`src/rtl/exe_mul_sequencer.sv`:
```
// Multi-cycle shift-add MUL/MLA sequencer for the Execute stage; stalls the pipeline while running.
// Optional MUL_EARLY_TERM_EN: finish as soon as the remaining multiplier bits are all zero.
module exe_mul_sequencer #(
  parameter int unsigned WIDTH = 32
) (
  input  logic             clk,
  input  logic             rst,
  input  logic             start,
  input  logic             accumulate,
  input  logic             flush,
  input  logic [WIDTH-1:0] Op_A,
  input  logic [WIDTH-1:0] Op_B,
  input  logic [WIDTH-1:0] Acc_in,
  input  logic [3:0]       Dest,
  input  logic             S,
  input  logic             WB_EN,
  output logic             busy,
  output logic             stall,
  output logic             done,
  output logic [WIDTH-1:0] Result,
  output logic [3:0]       Dest_out,
  output logic             WB_EN_out,
  output logic             N_out,
  output logic             Z_out,
  output logic             flag_we
);

  localparam int unsigned CW = (WIDTH > 1) ? $clog2(WIDTH) : 1;

  typedef enum logic [1:0] {IDLE, RUN, DONE} state_t;

  state_t           state_q, state_d;
  logic [WIDTH-1:0] mcand_q, mcand_d;
  logic [WIDTH-1:0] mplr_q, mplr_d;
  logic [WIDTH-1:0] psum_q, psum_d;
  logic [CW-1:0]    cnt_q, cnt_d;
  logic [3:0]       dest_q, dest_d;
  logic             s_q, s_d;
  logic             wb_q, wb_d;
  logic [WIDTH-1:0] result_q, result_d;
  logic             n_q, n_d;
  logic             z_q, z_d;
  logic             done_q, done_d;

  logic [WIDTH-1:0] psum_add;
  logic [WIDTH-1:0] mplr_shr;
  logic             last;

  always_comb begin
    state_d  = state_q;
    mcand_d  = mcand_q;
    mplr_d   = mplr_q;
    psum_d   = psum_q;
    cnt_d    = cnt_q;
    dest_d   = dest_q;
    s_d      = s_q;
    wb_d     = wb_q;
    result_d = result_q;
    n_d      = n_q;
    z_d      = z_q;
    done_d   = 1'b0;

    psum_add = psum_q + (mplr_q[0] ? mcand_q : '0);
    mplr_shr = mplr_q >> 1;
`ifdef MUL_EARLY_TERM_EN
    last     = (cnt_q == CW'(WIDTH - 1)) || (mplr_shr == '0);
`else
    last     = (cnt_q == CW'(WIDTH - 1));
`endif

    unique case (state_q)
      IDLE: begin
        if (start && !flush) begin
          mcand_d = Op_A;
          mplr_d  = Op_B;
          psum_d  = accumulate ? Acc_in : '0;
          dest_d  = Dest;
          s_d     = S;
          wb_d    = WB_EN;
          cnt_d   = '0;
          state_d = RUN;
        end
      end
      RUN: begin
        psum_d  = psum_add;
        mcand_d = mcand_q << 1;
        mplr_d  = mplr_shr;
        cnt_d   = cnt_q + CW'(1);
        if (last) begin
          state_d  = DONE;
          done_d   = 1'b1;
          result_d = psum_add;
          n_d      = psum_add[WIDTH-1];
          z_d      = (psum_add == '0);
        end
      end
      DONE:    state_d = IDLE;
      default: state_d = IDLE;
    endcase

    // Flush overrides whatever the state logic chose, including a result about to be published.
    if (flush) begin
      state_d  = IDLE;
      done_d   = 1'b0;
      wb_d     = 1'b0;
      result_d = result_q;
      n_d      = n_q;
      z_d      = z_q;
    end
  end

  always_ff @(posedge clk or negedge rst) begin
    if (!rst) begin
      state_q  <= IDLE;
      mcand_q  <= '0;
      mplr_q   <= '0;
      psum_q   <= '0;
      cnt_q    <= '0;
      dest_q   <= '0;
      s_q      <= 1'b0;
      wb_q     <= 1'b0;
      result_q <= '0;
      n_q      <= 1'b0;
      z_q      <= 1'b0;
      done_q   <= 1'b0;
    end else begin
      state_q  <= state_d;
      mcand_q  <= mcand_d;
      mplr_q   <= mplr_d;
      psum_q   <= psum_d;
      cnt_q    <= cnt_d;
      dest_q   <= dest_d;
      s_q      <= s_d;
      wb_q     <= wb_d;
      result_q <= result_d;
      n_q      <= n_d;
      z_q      <= z_d;
      done_q   <= done_d;
    end
  end

  // Stall is combinational so the requesting instruction is frozen from its first cycle.
  assign busy      = (state_q != IDLE);
  assign stall     = !flush && (((state_q == IDLE) && start) || (state_q == RUN));
  assign done      = done_q && !flush;
  assign Result    = result_q;
  assign N_out     = n_q;
  assign Z_out     = z_q;
  assign Dest_out  = done ? dest_q : 4'd0;
  assign WB_EN_out = done && wb_q;
  assign flag_we   = done && s_q;

endmodule

```
`config.mk`:
```
export PLATFORM = sky130hd
export DESIGN_NAME = exe_mul_sequencer
export DESIGN_NICKNAME = d
export VERILOG_FILES = /design/src/rtl/exe_mul_sequencer.sv
export SDC_FILE = /design/constraint.sdc
export NUM_CORES = 1
export LEC_CHECK = 0
export CAP_MARGIN = 20
export CORE_MARGIN = 5
export CORE_UTILIZATION = 45
export CTS_BUF_LIST = sky130_fd_sc_hd__clkbuf_8
export DETAILED_ROUTE_END_ITERATION = 8
export MAX_ROUTING_LAYER = met4
export PLACE_DENSITY = 0.7
export SYNTH_ARGS = -nofsm -noshare
export SYNTH_HDL_FRONTEND = slang
export SYNTH_SLANG_ARGS = --single-unit
```
`constraint.sdc`:
```
create_clock -name clk -period 6.1 [get_ports clk]
set_input_delay 0.915 -clock clk [delete_from_list [all_inputs] [get_ports clk]]
set_output_delay 0.915 -clock clk [all_outputs]
set_load 0.05 [all_outputs]
```
==> flow_summary.yaml, run 1 <==
final_layout:
  drive_gt1_share_pct: 6.12
  fin_area_mm2: 0.0104
  syn_to_final_growth_pct: 24.6
  stdcell_count: 1358
  nFillCells: 1698
  fin_nets: 1256
setup_path:
  cp-start-kind: "flip-flop"
  max_stage_delay_ns: 1.00
  path_cells: "and2_1 > ha_1 > a21oi_1 > o21ai_1 > a21oi_1 > a31oi_2 > a41o_1 > xnor2_1 > o211a_1 > nand4_1 > o21ai_1"
  critical_path_class: "reg -> reg"
  crit_slowest_cell: "dfrtp_1"
  arrival_ns: 4.17
  cp_max_fo: 33
  worstSetupEndpointType: "flip-flop"
  cp.required_ns: 6.49
pwr:
  ir_drop_v: 0.000208
  finalPower_mw: 5.06
  power_density_mw_per_mm2: 488
  leakagePower_nw: 4.50
clock_tree:
  cts-resized-gates: 0
  path_clk_slew_ns: 0.09
  cts.sinks: 143
  clock_latency_ns: 0.46
  clk_path_buf_depth: 2
  htreeDepth: 4
  post-cts-setup-buffers: 0
  cts_root_buf: "clkbuf_8"
  hold_buffers: 0
  cts_inserted_buffers: 17
  tritoncts: "built"
place:
  gp_congestion: 0.937
  placed_cells: 1325
  dp_hpwl_um: 16600
  portBuffers: 149
  dpl_cell_area_mm2: 0.00992
floorplanning:
  die_h_um: 146
  core_area_mm2: 0.0181
  dieArea_mm2: 0.0213
  row_count: 49
  ios: 150
  initial_core_util_pct: 46.0
  dieWidth_um: 146
synthesis:
  synth_edf_count: 0
  synth_seq_area_share_pct: 43.0
  ys.flop_type: "dfrtp_1"
  yosysWarnings: 0
  postSynthCellCount: 1002
  synthMostInstantiatedCell: "nand2_1"
  ys_types: 67
  syn-num-nets: 1143
  synth_common_cells: "nand2_1 (212), dfrtp_1 (143), nor2_1 (109)"
  synthesis.area_mm2: 0.00832
  yosys-top-cells-area: "dfrtp_1 (43%), nand2_1 (9.6%), ha_1 (5.0%)"
  yosysTopAreaCellShare_pct: 43.0
  ys_ff_latch: 143
  synth_largest_area_cell: "dfrtp_1"
  synthArstFlopShare_pct: 100
  syn_avg_cell_area_um2: 8.30
routing:
  wl_per_cell_um: 17.0
  detail-route-antenna-nets: 0
  via_per_inst: 5.64
  drc: 0
  first_iter_violations: 511
  wirelength_um: 23100
  vias: 7654
  drt_first_pass_iters: 5
min_path:
  hold_class: "reg -> reg"
global_route:
  grt_pass1_wl_um: 38400
  grt_overflow: 0
  grtUsageTotal_pct: 22.5
  grt_pass1_vias: 7516
  grt_antenna_before_repair: 1
  grt_max_degree: 110
timing:
  tns_ns: 0
  period_needed_ns: 3.78
  fin_skew_ns: 0.0158
  fmax_mhz: 265
  slew_headroom_pct: 24.6
  rsz0062_at_grt: "false"
  finalCritPeriodShare_pct: 61.9
  hold_viol_final: 0
  final_max_slew_viol_count: 0
  worst_pin_slew_ns: 1.13
  setup_viol: 0
flow_run:
  max-cap-violations: 0
status:
  status: "finished clean"
[state kept, by name, summed over array words and instances (netlist names)]
signal,cells
wb_q,1
Z_out,1
state_q,2
s_q,1
dest_q,4
Result,32
mplr_q,32
done_q,1
psum_q,32
mcand_q,32
cnt_q,5
[final timing paths]
path | from | end | slack (ns) | cells after the start
worst max-delay path | mplr_q[0]$_DFFE_PN0P_ | Z_out$_DFFE_PN0P_ | 2.32 | 11
worst min-delay path | dest_q[1]$_DFFE_PN0P_ | dest_q[1]$_DFFE_PN0P_ | 0.48 | 2
worst max register to register | mplr_q[0]$_DFFE_PN0P_ | Z_out$_DFFE_PN0P_ | 2.32 | 11
worst min register to register | dest_q[1]$_DFFE_PN0P_ | dest_q[1]$_DFFE_PN0P_ | 0.48 | 2
max in group asynchronous | rst | Result[16]$_DFFE_PN0P_ | 4.40 | 2
min in group asynchronous | rst | mplr_q[27]$_DFFE_PN0P_ | 0.50 | 1
[through the flow]
step                setup slack (ns)  utilization, %  hold WS [ns]
floorplan                       2.91               -         0.437
global placement                2.41            54.9         0.462
detailed placement              2.36            54.9         0.462
CTS                             2.35            57.3         0.486
global route                    2.04            57.3         0.509
finish                          2.32            57.3         0.481
[area by class of cell]
| type | instances | area, µm² | share of cell area [%] |
|---|---|---|---|
| sequential | 143 | 3580 | 34.5 |
| timing repair buffer | 156 | 1550 | 14.9 |
| antenna | 1 | 2.50 | 0.0241 |
| tap | 229 | 287 | 2.76 |
| clock buffer | 17 | 234 | 2.26 |
| clock inverter | 15 | 208 | 2.00 |
| inverter | 9 | 33.8 | 0.326 |
| multi-input combinational | 788 | 4480 | 43.2 |
[report_power, final]
part	internal, mW	switching [mW]
Sequential	1.21	0.206
Clock	0.451	0.403
Combinational	1.09	1.70
Total	2.75	2.31
[cells in the final DEF (no fill, tap or decap), types with 8 or more instances in the layout]
cell type	instances
and3_1	13
xor2_1	9
nand2_1	212
ha_1	33
dfrtp_1	143
nand4_1	9
or3_1	8
nor2_1	108
clkdlybuf4s50_1	148
nand3_1	15
clkbuf_8	17
and2_1	43
a31oi_1	57
a211oi_1	25
a21oi_1	57
a22oi_1	12
a21o_1	10
or2_2	8
inv_1	10
o22ai_1	9
o21ai_1	9
o21ai_0	59
[kinds of logic after synthesis]
| logic type | count (synthesis) | share of synthesized area (%) |
|---|---|---|
| simple gates | 452 | 24.5 |
| compound gates | 283 | 21.9 |
| flops | 143 | 43.0 |
| buf+inv | 71 | 3.34 |
| fa+ha+maj | 34 | 5.21 |
| xor+xnor | 16 | 1.69 |
| mux | 3 | 0.376 |
[worst max-delay path, delay by kind of cell (launching register included)]
family / cells / cell delay (ns)
XOR/XNOR: 1 / 0.28
flip-flops: 1 / 1.00
adder cells (fa/ha/maj): 1 / 0.34
AND/OR/NAND/NOR: 2 / 0.33
AO/OA/AOI/OAI: 7 / 1.76
[layer usage]
layer,vias up,routed length [µm],GRT usage [%]
li1,3770,-,-
met1,3639,10700,29.8
met2,208,10600,34.5
met3,37,1310,5.57
met4,0,477,6.55
met5,-,0,-
(Power assumes the default switching activity.)
==> run 2, diff against run 1 <==
- PLACE_DENSITY: 0.7 -> 0.73
- clock period: 6.1 -> 3.13 ns (I/O delays scaled with it)
==> run 2 against run 1 <==
The run now ends with negative hold slack left. Count of clock-buffer cells in the layout unchanged. Maximum frequency is 25% higher. Sequential share of layout area decreased by 2.4 points. First-iteration DRC count is 3.3% lower. Clock skew is 0.0065 ns lower. Clock power rose by 72%. Final cell count up 4.9%. Sequential power rose by 94%. Global-route usage rose by 0.83 points. Power rose by 130%. Hold slack worse by 0.48 ns. Critical endpoint unchanged. Highest routed layer unchanged.
==> flow_summary.yaml, run 2 (synthesis gave the netlist of run 1 again) <==
timing:
  slew_headroom_pct: 52.4
  final_max_slew_viol_count: 0
  hold_ws_ns: -0.00315
  finalCritPeriodShare_pct: 96.5
  hold_viol_final: 1
  worst_pin_slew_ns: 0.714
  fin_skew_ns: 0.00927
  rsz0062_at_grt: "true"
  period_needed_ns: 3.02
  setup_viol: 0
  tns_ns: 0
  fmax_mhz: 331
floorplanning:
  dieWidth_um: 146
  initial_core_util_pct: 46.0
  dieArea_mm2: 0.0213
  ios: 150
  row_count: 49
  die_h_um: 146
  core_area_mm2: 0.0181
routing:
  detail-route-antenna-nets: 0
  via_per_inst: 5.57
  vias: 7928
  wirelength_um: 24400
  wl_per_cell_um: 17.1
  first_iter_violations: 494
  drc: 0
  wl_met3_um: 1350
  dr_wl_met2_um: 11300
  top_layer_used: "met4"
  drt_first_pass_iters: 5
  drt-met1-wl_um: 11100
final_layout:
  layout_common_cells: "nand2_1 (212), dfrtp_1 (142), clkdlybuf4s50_1 (142)"
  fin_util_pct: 61.6
  drive_gt1_share_pct: 15.6
  fin_nets: 1324
  antenna-diode-count: 0
  mostFrequentLayoutCell: "nand2_1"
  syn_to_final_growth_pct: 34.0
  nFillCells: 1584
clock_tree:
  path_clk_slew_ns: 0.08
  tritoncts: "built"
  hold_buffers: 0
  clock_latency_ns: 0.47
  htreeDepth: 4
  cts_root_buf: "clkbuf_8"
  clk_path_buf_depth: 2
  cts.sinks: 143
  cts_inserted_buffers: 17
pwr:
  p_comb_share_pct: 63.4
  switching_power_mw: 5.09
  ir_drop_v: 0.000441
  leakagePower_nw: 4.86
  p_sw_share_pct: 44.1
  finalPower_mw: 11.5
  seq_power_share_pct: 23.9
  p_int_mw: 6.45
  p_clk_share_pct: 12.7
  power_density_mw_per_mm2: 1040
global_route:
  grt_pass1_wl_um: 39600
  grt_pass1_vias: 7774
  grt_overflow: 0
  grtUsageTotal_pct: 23.4
  grt_max_degree: 92
  grt_antenna_before_repair: 0
status:
  status: "finished, violations left"
  violations: "negative hold slack"
setup_path:
  arrival_ns: 3.42
  cp-start-kind: "flip-flop"
  critical_path_class: "reg -> reg"
  cp.required_ns: 3.53
  cp_max_fo: 15
  worstSetupEndpointType: "flip-flop"
flow_run:
  max-cap-violations: 0
min_path:
  hold_class: "in -> async"
place:
  dp_hpwl_um: 17700
  portBuffers: 149
  gp_congestion: 0.928
==> run 2: cell count changes in the layout (fill, tap and decap cells not counted), sizes merged <==
cell,before,now
buf,8,82
clkinvlp,0,2
bufinv,4,2
inv,14,13
clkdlybuf4s50,148,142
diode,1,0
==> run 2: final cells by class <==
type,count,area (µm²),share of cell area (%)
Timing Repair Buffer,224,2090,18.8
Clock buffer,17,234,2.10
Sequential cell,143,3580,32.1
Tap cell,229,287,2.57
Clock inverter,14,143,1.28
Multi-Input combinational cell,788,4780,42.9
Inverter,9,33.8,0.303
==> run 2: worst max-delay path: stages (launching register included) <==
cell	delay, ns
dfrtp_2	0.44
buf_4	0.19
and2_1	0.21
ha_4	0.29
nand2_1	0.08
or4_4	0.50
o21a_4	0.23
a21o_1	0.17
o221ai_1	0.11
o211ai_1	0.22
nor4_4	0.26
nand4_1	0.11
o21ai_1	0.13
==> run 2: path summary, 6_finish.rpt <==
path,slack [ns],cells past startpoint,from,end
min in group clk,0.47,2,dest_q[1]$_DFFE_PN0P_,dest_q[1]$_DFFE_PN0P_
max in group asynchronous,2.31,2,rst,dest_q[0]$_DFFE_PN0P_
setup / recovery,0.11,12,mplr_q[0]$_DFFE_PN0P_,Z_out$_DFFE_PN0P_
setup reg to reg,0.11,12,mplr_q[0]$_DFFE_PN0P_,Z_out$_DFFE_PN0P_
hold / removal,-0.003,1,rst,mplr_q[27]$_DFFE_PN0P_
hold reg to reg,0.47,2,dest_q[1]$_DFFE_PN0P_,dest_q[1]$_DFFE_PN0P_
==> run 2: stage by stage <==
| stage | std cells | instance area [µm²] | setup slack, ns |
|---|---|---|---|
| finish | 1424 | 11100 | 0.110 |
| CTS | 1422 | 10800 | 0.00551 |
| global placement | 1390 | 10400 | 0.0175 |
| global route | 1424 | 11100 | -0.0767 |
| detailed placement | 1391 | 10500 | 0.0202 |
| floorplan | 1002 | 8320 | 0.294 |
==> run 2: power by group through the flow <==
stage,Clock (mW),Sequential [mW],Combinational [mW]
after floorplan,0,2.70,4.01
after global placement,0,2.75,6.53
after detailed placement,0,2.75,6.59
after CTS,1.51,2.72,6.62
after global routing,1.58,2.83,7.97
final,1.47,2.76,7.32
==> run 2: per-layer routing <==
metal	global-route usage (%)	vias to the layer above
met3	5.23	34
met1	31.0	3797
met2	36.3	204
li1	-	3893
met5	-	-
met4	6.55	0
==> run 2: what timing repair did <==
action | in CTS | in global routing
endpoints found under the hold margin | 0 | 0
resized for setup | 1 | 56
setup buffers | 0 | 2
pin swaps | 1 | 11
endpoints found under the setup margin | 1 | 19
cloned | 0 | 0
==> run 3, diff against run 2 <==
- CAP_MARGIN: 20 -> 0
- PLACE_DENSITY: 0.73 -> 0.7
- clock period: 3.13 -> 3.4 ns (I/O delays scaled with it)
==> run 3 against run 2 <==
Register-to-register slack improved by 0.09 ns. The run now ends clean. Sequential share of layout area rose by 1.6 points. First-iteration DRC count rose by 5.1%. Final area fell by 4.7%. Maximum frequency shrank 5.6%. Clock skew is 0.0093 ns higher. Largest power group unchanged. Largest cell class unchanged. Hold slack gained 0.052 ns. Global-route usage down 0.43 points. Via count shrank 2.5%. Sequential cell count unchanged.
==> flow_summary.yaml, run 3 (synthesis gave the netlist of run 1 again) <==
routing:
  detail-route-antenna-nets: 0
  wirelength_um: 23800
  wl_per_cell_um: 17.2
  drc: 0
  vias: 7728
  via_per_inst: 5.59
  drt_first_pass_iters: 5
  first_iter_violations: 519
place:
  gp_congestion: 0.953
  dp_hpwl_um: 17600
  portBuffers: 149
  post-place-ws_ns: 0.150
final_layout:
  fin_nets: 1282
  mostFrequentLayoutCell: "nand2_1"
  syn_to_final_growth_pct: 27.7
  drive_gt1_share_pct: 8.58
  layout_common_cells: "nand2_1 (212), clkdlybuf4s50_1 (147), dfrtp_1 (143)"
  antenna-diode-count: 0
  fin_util_pct: 58.7
clock_tree:
  cts_root_buf: "clkbuf_8"
  cts_inserted_buffers: 17
  tritoncts: "built"
  htreeDepth: 4
  path_clk_slew_ns: 0.09
  cts.sinks: 143
  hold_buffers: 0
  clock_latency_ns: 0.47
  clk_path_buf_depth: 2
floorplanning:
  ios: 150
  dieWidth_um: 146
  initial_core_util_pct: 46.0
  dieArea_mm2: 0.0213
  core_area_mm2: 0.0181
  row_count: 49
  die_h_um: 146
timing:
  fin_skew_ns: 0.0186
  hold_ws_ns: 0.0485
  fin_ws_ns: 0.201
  worst_pin_slew_ns: 1.15
  final_max_slew_viol_count: 0
  fmax_mhz: 313
  period_needed_ns: 3.20
  finalCritPeriodShare_pct: 94.1
  setup_viol: 0
  rsz0062_at_grt: "false"
  tns_ns: 0
  hold_viol_final: 0
  slew_headroom_pct: 23.3
setup_path:
  arrival_ns: 3.59
  critical_path_class: "reg -> reg"
  crit_slowest_cell: "ha_1"
  cp.required_ns: 3.79
  max_stage_delay_ns: 0.45
  worstSetupEndpointType: "flip-flop"
  path_cells: "buf_12 > and2_1 > ha_1 > a21oi_1 > buf_4 > nor2b_1 > o31a_1 > xor2_1 > a21boi_0 > nand4_1 > nor4_4 > nand4_1 > o21ai_1"
  timing.critical_path.mode_cell: "nand4_1"
  cp-start-kind: "flip-flop"
  cp_max_fo: 15
pwr:
  power_density_mw_per_mm2: 907
  p_sw_share_pct: 44.5
  finalPower_mw: 9.64
  seq_power_share_pct: 26.2
  p_clk_share_pct: 15.8
  switching_power_mw: 4.29
  p_int_mw: 5.35
  p_comb_share_pct: 58.0
  leakagePower_nw: 4.65
  ir_drop_v: 0.000375
global_route:
  grtUsageTotal_pct: 23.0
  grt_max_degree: 96
  grt_overflow: 0
  grt_antenna_before_repair: 0
  grt_pass1_wl_um: 39000
  grt_pass1_vias: 7661
min_path:
  hold_class: "in -> async"
flow_run:
  max-cap-violations: 0
status:
  status: "finished clean"
==> run 3: worst paths after layout <==
kind / depth (start not counted) / slack (ns) / end / startpoint
max: 13 / 0.20 / Z_out$_DFFE_PN0P_ / mplr_q[0]$_DFFE_PN0P_
min in group clk: 2 / 0.47 / s_q$_DFFE_PN0P_ / s_q$_DFFE_PN0P_
max reg2reg: 13 / 0.20 / Z_out$_DFFE_PN0P_ / mplr_q[0]$_DFFE_PN0P_
min reg2reg: 2 / 0.47 / s_q$_DFFE_PN0P_ / s_q$_DFFE_PN0P_
min: 1 / 0.05 / dest_q[0]$_DFFE_PN0P_ / rst
max in group asynchronous: 2 / 2.57 / Z_out$_DFFE_PN0P_ / rst
==> run 3: per-stage QoR <==
step           std cells  area [µm²]
6_report            1383       10600
5_1_grt             1383       10600
4_1_cts             1383       10600
3_5_place_dp        1351       10200
3_3_place_gp        1351       10200
2_1_floorplan       1002        8320
==> run 3: final cells by class <==
cell class	instances	area, µm²
Multi-Input combinational cell	788	4510
Tap cell	229	287
Sequential cell	143	3580
Inverter	9	33.8
Clock inverter	14	189
Timing Repair Buffer	182	1780
Fill cell	1643	7460
Clock buffer	18	248
==> run 3: repair_timing <==
action / 4_1_cts / 5_1_grt
gates resized for setup: 0 / 5
setup buffers: 0 / 0
setup endpoints to repair: 0 / 3
hold endpoints to repair: 0 / 0
==> run 3: routing by layer <==
| layer | wire [µm] | GRT usage [%] | up-vias |
|---|---|---|---|
| li1 | - | - | 3819 |
| met1 | 11000 | 30.5 | 3701 |
| met2 | 11200 | 36.7 | 184 |
| met3 | 1370 | 4.98 | 24 |
| met4 | 263 | 4.37 | 0 |
| met5 | 0 | - | - |
==> run 3: power groups by stage <==
stage / sequential (mW) / combinational [mW] / clock [mW]
detailed placement: 2.54 / 5.48 / 0
global route: 2.58 / 6.16 / 1.63
CTS: 2.52 / 5.50 / 1.55
finish: 2.52 / 5.59 / 1.53
floorplan: 2.49 / 3.69 / 0
global placement: 2.54 / 5.43 / 0
==> run 3: critical path, delay by kind of cell (launching register included) <==
family                     cells  cell delay [ns]
adders and majority gates      1             0.45
buffers and inverters          2             0.35
DFF                            1             0.43
xor gates and xnor gates       1             0.24
AOI/OAI and AO/OA              4             0.81
and+or+nand+nor                5             0.85
